===== config.mk =====
export PLATFORM = sky130hd
export DESIGN_NAME = piezo_sound_sched
export DESIGN_NICKNAME = d
export VERILOG_FILES = /design/src/rtl/piezo_sound_sched.sv
export SDC_FILE = /design/constraint.sdc
export NUM_CORES = 1
export LEC_CHECK = 0
export ABC_AREA = 1
export CORE_MARGIN = 8
export CORE_UTILIZATION = 40
export CTS_CLUSTER_DIAMETER = 50
export DETAILED_ROUTE_END_ITERATION = 10
export HOLD_SLACK_MARGIN = 0.12
export SLEW_MARGIN = 20
export SYNTH_ARGS = -nofsm -noshare
export SYNTH_HDL_FRONTEND = slang
export SYNTH_SLANG_ARGS = --single-unit

===== constraint.sdc =====
create_clock -name USER_CLK -period 2.2 [get_ports USER_CLK]
set_clock_uncertainty 0.2 [all_clocks]
set_input_delay 0.55 -clock USER_CLK [delete_from_list [all_inputs] [get_ports USER_CLK]]
set_output_delay 0.55 -clock USER_CLK [all_outputs]
set_load 0.05 [all_outputs]

===== src/rtl/piezo_sound_sched.sv =====
// Arbitrates four game-event sound requests onto one piezo pin and plays the
// granted sound as a beep train of square-wave tone bursts.
module piezo_sound_sched #(
    parameter int CNT_W   = 26,
    parameter int ON_CYC  = 20000000,
    parameter int OFF_CYC = 10000000,
    parameter int HP0     = 262144,
    parameter int HP1     = 1048576,
    parameter int HP2     = 131072,
    parameter int HP3     = 262144,
    parameter int BEEPS0  = 1,
    parameter int BEEPS1  = 1,
    parameter int BEEPS2  = 2,
    parameter int BEEPS3  = 4
) (
    input  logic       USER_CLK,
    input  logic       GPIO_SW_C,
    input  logic [3:0] req,
    output logic [3:0] grant,
    output logic       busy,
    output logic       done,
    output logic [1:0] done_id,
    output logic       PIEZO_SPEAKER
);

    localparam int NUM_SND = 4;

    typedef enum logic [1:0] {IDLE, ON, OFF} state_t;

    state_t             state, state_n;
    logic [NUM_SND-1:0] pending, pending_n;
    logic [1:0]         act_id, act_id_n;
    logic [3:0]         beeps_left, beeps_left_n;
    logic [CNT_W-1:0]   dur, dur_n;
    logic [CNT_W-1:0]   tone, tone_n;
    logic               spk, spk_n;
    logic               done_r, done_n;
    logic [1:0]         done_id_r, done_id_n;

    logic [1:0]         win_id;
    logic               has_pend;
    logic               preempt;
    logic               load;

    function automatic logic [CNT_W-1:0] hp_of(input logic [1:0] id);
        case (id)
            2'd0:    return CNT_W'(HP0);
            2'd1:    return CNT_W'(HP1);
            2'd2:    return CNT_W'(HP2);
            default: return CNT_W'(HP3);
        endcase
    endfunction

    function automatic logic [3:0] beeps_of(input logic [1:0] id);
        case (id)
            2'd0:    return 4'(BEEPS0);
            2'd1:    return 4'(BEEPS1);
            2'd2:    return 4'(BEEPS2);
            default: return 4'(BEEPS3);
        endcase
    endfunction

    // Fixed priority: the highest set pending bit wins.
    always_comb begin
        win_id = 2'd0;
        for (int i = 0; i < NUM_SND; i++)
            if (pending[i]) win_id = 2'(i);
    end

    assign has_pend = |pending;

    always_comb begin
        preempt = 1'b0;
        if (state != IDLE)
            for (int i = 0; i < NUM_SND; i++)
                if (pending[i] && (i > int'(act_id))) preempt = 1'b1;
    end

    // A fresh request on the granting edge survives, so the sound replays.
    for (genvar i = 0; i < NUM_SND; i++) begin : g_pend
        assign pending_n[i] = req[i] | (pending[i] & ~(load && (win_id == 2'(i))));
    end

    always_comb begin
        state_n      = state;
        act_id_n     = act_id;
        beeps_left_n = beeps_left;
        dur_n        = dur;
        tone_n       = tone;
        spk_n        = spk;
        done_n       = 1'b0;
        done_id_n    = done_id_r;
        load         = 1'b0;

        case (state)
            IDLE: begin
                spk_n = 1'b0;
                if (has_pend) load = 1'b1;
            end
            ON: begin
                if (preempt) begin
                    load = 1'b1;
                end else begin
                    dur_n = dur + 1'b1;
                    if (tone == hp_of(act_id) - 1'b1) begin
                        tone_n = '0;
                        spk_n  = ~spk;
                    end else begin
                        tone_n = tone + 1'b1;
                    end
                    if (dur == CNT_W'(ON_CYC - 1)) begin
                        dur_n  = '0;
                        tone_n = '0;
                        spk_n  = 1'b0;
                        if (beeps_left == 4'd1) begin
                            state_n   = IDLE;
                            done_n    = 1'b1;
                            done_id_n = act_id;
                        end else begin
                            state_n      = OFF;
                            beeps_left_n = beeps_left - 1'b1;
                        end
                    end
                end
            end
            OFF: begin
                spk_n = 1'b0;
                if (preempt) begin
                    load = 1'b1;
                end else begin
                    dur_n = dur + 1'b1;
                    if (dur == CNT_W'(OFF_CYC - 1)) begin
                        state_n = ON;
                        dur_n   = '0;
                        tone_n  = '0;
                    end
                end
            end
            default: begin
                state_n = IDLE;
                spk_n   = 1'b0;
            end
        endcase

        // Grant from idle and preemption both start the winner with fresh counters.
        if (load) begin
            state_n      = ON;
            act_id_n     = win_id;
            beeps_left_n = beeps_of(win_id);
            dur_n        = '0;
            tone_n       = '0;
            spk_n        = 1'b0;
        end
    end

    always_ff @(posedge USER_CLK) begin
        if (GPIO_SW_C) begin
            state      <= IDLE;
            pending    <= '0;
            act_id     <= 2'd0;
            beeps_left <= 4'd0;
            dur        <= '0;
            tone       <= '0;
            spk        <= 1'b0;
            done_r     <= 1'b0;
            done_id_r  <= 2'd0;
        end else begin
            state      <= state_n;
            pending    <= pending_n;
            act_id     <= act_id_n;
            beeps_left <= beeps_left_n;
            dur        <= dur_n;
            tone       <= tone_n;
            spk        <= spk_n;
            done_r     <= done_n;
            done_id_r  <= done_id_n;
        end
    end

    assign busy          = (state != IDLE);
    assign grant         = busy ? (4'b0001 << act_id) : 4'b0000;
    assign done          = done_r;
    assign done_id       = done_id_r;
    assign PIEZO_SPEAKER = spk;

endmodule


==> impl_metrics.csv, run 1 <==
group,metric,value,unit
setup_path,cp_top_family,"buffers and inverters",
global_route,grt_pass1_vias,4482,
power_and_ir_drop,pwr-share-clk,31.7,%
sta,worstMarginPinSlew,0.471,ns
setup_path,cp.required,1.45,ns
global_route,antenna_found_initial,0,
synth,synth_compound_area_share,8.51,%
route,vias,4741,
setup_path,reg2reg_depth,11,
sta,setup_ws,0.0720,ns
power_and_ir_drop,intPower,3.23,mW
synth,synth_area,0.00456,sq mm
route,antenna_left,0,
cells_and_area,fin_nets,806,
synth,synth_xor_area_share,3.46,%
sta,hold_violations,0,
cells_and_area,fin_cells,940,
clock_network,cts_buffers,9,
clock_network,clkSinkCount,68,
route,drc,0,
setup_path,reg2reg_slack,0.13,ns
synth,synth_seq_area_share,29.9,%
setup_path,worst_setup_path_start_kind,"register",
sta,drv_slew,0,
worst_hold_path,min_from,"pending[0]",
floorplan,rows,39,
sta,fmax,470,MHz
power_and_ir_drop,p_comb_share,40.9,%
outcome,status,"completed",
power_and_ir_drop,p_per_area,948,mW/mm^2
route,viasPerCell,5.04,
floorplan,die_area,0.0151,sq mm
floorplan,start_util,40.4,%
global_route,grt_max_degree,26,
global_route,grt_overflow,0,
sta,finalSetupViolCount,0,
cells_and_area,register_area,0.00137,sq mm
synth,synth_cell_types,38,
setup_path,critPathMaxFanout,5,
floorplan,die_h,123,um
global_route,grt_pass1_wl,21200,um
place,place_congestion,0.926,
synth,synthCells,755,
sta,holdWs,0.268,ns
setup_path,worstSetupStartpoint,"state[0]",
power_and_ir_drop,p_total,5.19,mW
synth,syn_nets,769,
place,numPortBuffers,14,
route,drtIter0Drc,347,
sta,rsz0062_at_grt,"false",
setup_path,endpoint,"grant[0]",
worst_hold_path,hp-class,"reg -> reg",
cells_and_area,layout_commonest_cell,"nand2_1",
cells_and_area,drive_above_1_share,14.8,%
clock_network,clk_pin_slew,0.06,ns
power_and_ir_drop,seqPwrFrac,27.5,%
route,wire_per_inst,13.4,um
cells_and_area,num-fill-cells,1136,
setup_path,crit_cells,5,
place,dpl.hpwl,9320,um
synth,yosys.area_share.simple,46.5,%
setup_path,crit_type,"reg -> out",
synth,synth_area_per_cell,6.04,sq um
global_route,grt_usage,17.5,%
power_and_ir_drop,leakage,2.03,nW
sta,period_needed,2.13,ns
power_and_ir_drop,swShare,37.8,%
setup_path,r2r_end,"tone[3]",
synth,synth-seq-cells,68,
setup_path,path_buf_inv,3,
clock_network,clock_latency,0.35,ns
floorplan,io_pins,15,
clock_network,h-tree-depth,3,
floorplan,core,0.0113,sq mm
flow_run,drv_cap,0,
route,drt_wl_total,12600,um
route,first_pass_iters,5,
sta,relSlewSlack,68.6,%
floorplan,fp.dieW,123,um
synth,synth_top_family_by_area,"simple AND/OR/NAND/NOR gates",
clock_network,tritoncts,"done",
place,place_ws,0.0938,ns
synth,ys.flop_type,"dfxtp_1",
synth,synth_top_area_share,29.9,%
clock_network,postCtsHoldBufs,0,
cells_and_area,multi_input_area,0.00282,sq mm
setup_path,crit_path_cell_trace,"inv_1, ha_4, buf_6, nor3_4, buf_12",
cells_and_area,area_growth,20.1,%
place,dp_cells,919,
synth,yosysWarnings,0,
setup_path,crit_path_end_kind,"output pin",
synth,ys_top_cells_by_area,"dfxtp_1, nand2_1, nor2_1, nand3_1, inv_1",
clock_network,clockBufferDepth,2,
synth,synth_fa_ha_area_share,2.20,%
cells_and_area,mostFrequentLayoutCells,"nand2_1, nor2_1, dfxtp_1",
power_and_ir_drop,vdd_drop_max,0.678,mV
cells_and_area,final_util,48.6,%
synth,async_flop_share,0,%
synth,synth.largest_area_cell,"dfxtp_1",
synth,synth_edf_count,0,
synth,synthMuxAreaShare,0,%
sta,final.period_utilization,96.7,%
setup_path,slowest_delay,0.33,ns
cells_and_area,diodes,0,
power_and_ir_drop,p_sw,1.96,mW
setup_path,cp_slowest_cell,"dfxtp_2",
setup_path,cp.arrival,1.38,ns
setup_path,regToRegStartpoint,"dur[8]",
clock_network,root_buffer,"clkbuf_16",
-- power groups by stage --
stage          combinational (mW)  sequential [mW]  clock [mW]
6_report                     2.12             1.43        1.64
5_1_grt                      2.32             1.44        1.73
4_1_cts                      2.00             1.42        1.69
2_1_floorplan                1.34             1.42           0
3_5_place_dp                 1.89             1.44           0
3_3_place_gp                 1.86             1.44           0
-- tightest hold or removal path, stage by stage, from the launching register on --
cell     delay [ns]
dfxtp_1        0.30
nand2_1        0.06
a21oi_1        0.06
-- logic make-up (layout without fill, tap and decap cells) --
kind of cell | after synthesis | count (layout)
AOI/OAI and AO/OA | 66 | 66
DFF | 68 | 68
and+or+nand+nor | 497 | 497
buffers and inverters | 98 | 140
xor gates and xnor gates | 18 | 18
adders and majority gates | 8 | 8
-- area by class of cell --
class	count	area share (%)
Tap cell	143	3.27
Timing Repair Buffer	46	8.82
Inverter	78	5.37
Sequential cell	68	24.9
Multi-Input combinational cell	589	51.4
Clock inverter	3	1.23
Clock buffer	13	4.93
-- flip-flops by register name (all words and copies together) (netlist names) --
signal	flops
dur	26
pending	4
PIEZO_SPEAKER	1
done	1
beeps_left	4
tone	26
done_id	2
act_id	2
state	2
-- per-layer routing --
metal	track usage (%)	wire length, um	vias up
li1	-	-	2453
met1	22.3	5860	2145
met2	27.8	5830	121
met3	3.63	632	22
met4	8.30	267	0
met5	0	0	-
-- worst min-delay path by stage --
stage	to	slack [ns]	cells after the start
detailed placement	pending[0]	0.26	2
global placement	pending[0]	0.25	2
global route	dur[0]	0.30	2
finish	pending[0]	0.27	2
floorplan	pending[0]	0.24	2
CTS	pending[0]	0.27	2
-- Yosys cell counts, types with 5 or more instances --
| cell type | instances |
|---|---|
| a21oi_1 | 35 |
| buf_2 | 6 |
| buf_4 | 7 |
| dfxtp_1 | 68 |
| ha_1 | 8 |
| inv_1 | 64 |
| inv_2 | 12 |
| nand2_1 | 224 |
| nand2_2 | 9 |
| nand3_1 | 62 |
| nand3_2 | 5 |
| nand4_1 | 8 |
| nor2_1 | 157 |
| nor2_2 | 5 |
| nor3_1 | 11 |
| o21ai_0 | 14 |
| xor2_1 | 15 |
-- repair_timing --
action / CTS / global route
resized for setup: 11 / 6
cloned: 0 / 2
setup endpoints to repair: 5 / 26
hold endpoints to repair: 0 / 0
pin swaps: 2 / 2
buffers inserted: 3 / 0
-- stage by stage --
stage                     cell area, sq um  setup TNS (ns)
final                                 5480               0
after global routing                  5480               0
after CTS                             5420               0
after detailed placement              5020               0
after global placement                5020               0
after floorplan                       4560        -0.00943
(Power assumes the default switching activity.)
==> run 2, diff against run 1 <==
--- a/config.mk
+++ b/config.mk
@@ -8,7 +8,8 @@
 export ABC_AREA = 1
 export CORE_MARGIN = 8
 export CORE_UTILIZATION = 40
-export CTS_CLUSTER_DIAMETER = 50
+export CTS_BUF_LIST = sky130_fd_sc_hd__clkbuf_8
+export CTS_CLUSTER_DIAMETER = 200
 export DETAILED_ROUTE_END_ITERATION = 10
 export HOLD_SLACK_MARGIN = 0.12
 export SLEW_MARGIN = 20
==> constraint.sdc (replaced) <==
create_clock -name USER_CLK -period 2 [get_ports USER_CLK]
set_clock_uncertainty 0.2 [all_clocks]
set_input_delay 0.5 -clock USER_CLK [delete_from_list [all_inputs] [get_ports USER_CLK]]
set_output_delay 0.5 -clock USER_CLK [all_outputs]
set_load 0.05 [all_outputs]
==> impl_metrics.csv, run 2 (synthesis results as in run 1) <==
group,metric,value,unit
cells_and_area,mostFrequentLayoutCells,"nand2_1, nor2_1, buf_4",
global_route,antenna_found_initial,0,
place,placed_cell_area,0.00534,sq mm
setup_path,critPathMaxFanout,5,
power_and_ir_drop,p_total,6.73,mW
setup_path,worst_setup_path_start_kind,"register",
power_and_ir_drop,seqPwrFrac,23.5,%
route,antenna_left,0,
power_and_ir_drop,pwr-share-clk,18.0,%
place,place_ws,-0.0962,ns
clock_network,cts_buffers,9,
power_and_ir_drop,intPower,3.98,mW
cells_and_area,area_growth,42.3,%
sta,hold_violations,0,
route,first_pass_iters,6,
clock_network,root_buffer,"clkbuf_8",
route,drt_wl_total,14400,um
place,dp_cells,955,
cells_and_area,fin_nets,865,
sta,holdWs,0.265,ns
outcome,violations,"negative setup slack",
route,vias,5070,
cells_and_area,drive_above_1_share,30.4,%
sta,fmax,478,MHz
global_route,grt_usage,18.4,%
cells_and_area,fin_cells,999,
worst_hold_path,hp-class,"reg -> reg",
clock_network,clkSinkCount,68,
clock_network,clk_pin_slew,0.09,ns
global_route,grt_pass1_wl,22200,um
route,viasPerCell,5.08,
clock_network,clockBufferDepth,2,
sta,rsz0062_at_grt,"true",
route,drtIter0Drc,340,
global_route,grt_overflow,0,
power_and_ir_drop,vdd_drop_max,0.907,mV
outcome,status,"finished with violations",
clock_network,h-tree-depth,3,
floorplan,rows,39,
power_and_ir_drop,p_sw,2.75,mW
place,numPortBuffers,14,
cells_and_area,top_regs,"dur: 26 flops, tone: 26 flops",
floorplan,core,0.0113,sq mm
floorplan,die_area,0.0151,sq mm
clock_network,clock_latency,0.37,ns
global_route,grt_pass1_vias,4671,
floorplan,io_pins,15,
sta,relSlewSlack,74.9,%
sta,finalSetupViolCount,23,
cells_and_area,final_area,0.00649,sq mm
clock_network,tritoncts,"done",
sta,setup_ws,-0.0939,ns
power_and_ir_drop,leakage,2.42,nW
route,wire_per_inst,14.4,um
place,place_congestion,0.905,
cells_and_area,final_util,57.5,%
sta,setup-tns-final,-0.633,ns
sta,drv_slew,0,
setup_path,crit_type,"reg -> out",
power_and_ir_drop,swShare,40.8,%
flow_run,drv_cap,0,
setup_path,cp.arrival,1.39,ns
sta,worstMarginPinSlew,0.374,ns
sta,final.period_utilization,105,%
global_route,grt_max_degree,22,
setup_path,crit_path_end_kind,"output pin",
power_and_ir_drop,p_per_area,1040,mW/mm^2
cells_and_area,diodes,0,
cells_and_area,num-fill-cells,996,
place,dpl.hpwl,9760,um
setup_path,cp.required,1.30,ns
cells_and_area,layout_commonest_cell,"nand2_1",
route,drc,0,
sta,period_needed,2.09,ns
floorplan,die_h,123,um
floorplan,start_util,40.4,%
floorplan,fp.dieW,123,um
power_and_ir_drop,p_comb_share,58.5,%
-- run 2: worst paths after layout --
kind | cells after the start | start | end | slack [ns]
min reg2reg | 2 | pending[0] | pending[0] | 0.27
max reg2reg | 11 | state[1] | tone[6] | -0.05
min | 2 | pending[0] | pending[0] | 0.27
max | 5 | state[1] | grant[0] | -0.09
-- run 2: power groups by stage --
| stage | registers (mW) | logic [mW] | clock network, mW |
|---|---|---|---|
| finish | 1.58 | 3.94 | 1.21 |
| global route | 1.60 | 4.18 | 1.28 |
| CTS | 1.57 | 3.02 | 1.23 |
| detailed placement | 1.59 | 2.30 | 0 |
| global placement | 1.58 | 2.28 | 0 |
| floorplan | 1.56 | 1.51 | 0 |
-- run 2: final cells by class --
type                    instances  area (sq um)  area share, %
inverters                      78           322           4.96
clock inverters                 6          63.8          0.984
well taps                     143           179           2.76
multi-input cells             590          3240           49.9
clock buffers                  10           138           2.12
flip-flops and latches         68          1390           21.4
repair buffers                104          1160           17.9
-- run 2: critical path: stages (launching register included) --
cell,delay (ns)
dfxtp_2,0.36
inv_2,0.05
ha_4,0.16
buf_8,0.14
nor3_4,0.15
buf_12,0.16
-- run 2: timing repair --
action	CTS	global route
setup buffers	12	13
hold buffers	0	0
gates resized for setup	31	129
gates cloned	4	2
pin swaps	12	37
setup endpoints to repair	33	66
-- run 2: routing by layer --
metal | vias to the layer above | global-route usage, % | share of wire [%]
li1 | 2580 | - | -
met1 | 2354 | 22.6 | 44
met2 | 113 | 30.9 | 49
met3 | 23 | 4.65 | 5.1
met4 | 0 | 6.02 | 1.7
met5 | - | 0 | 0
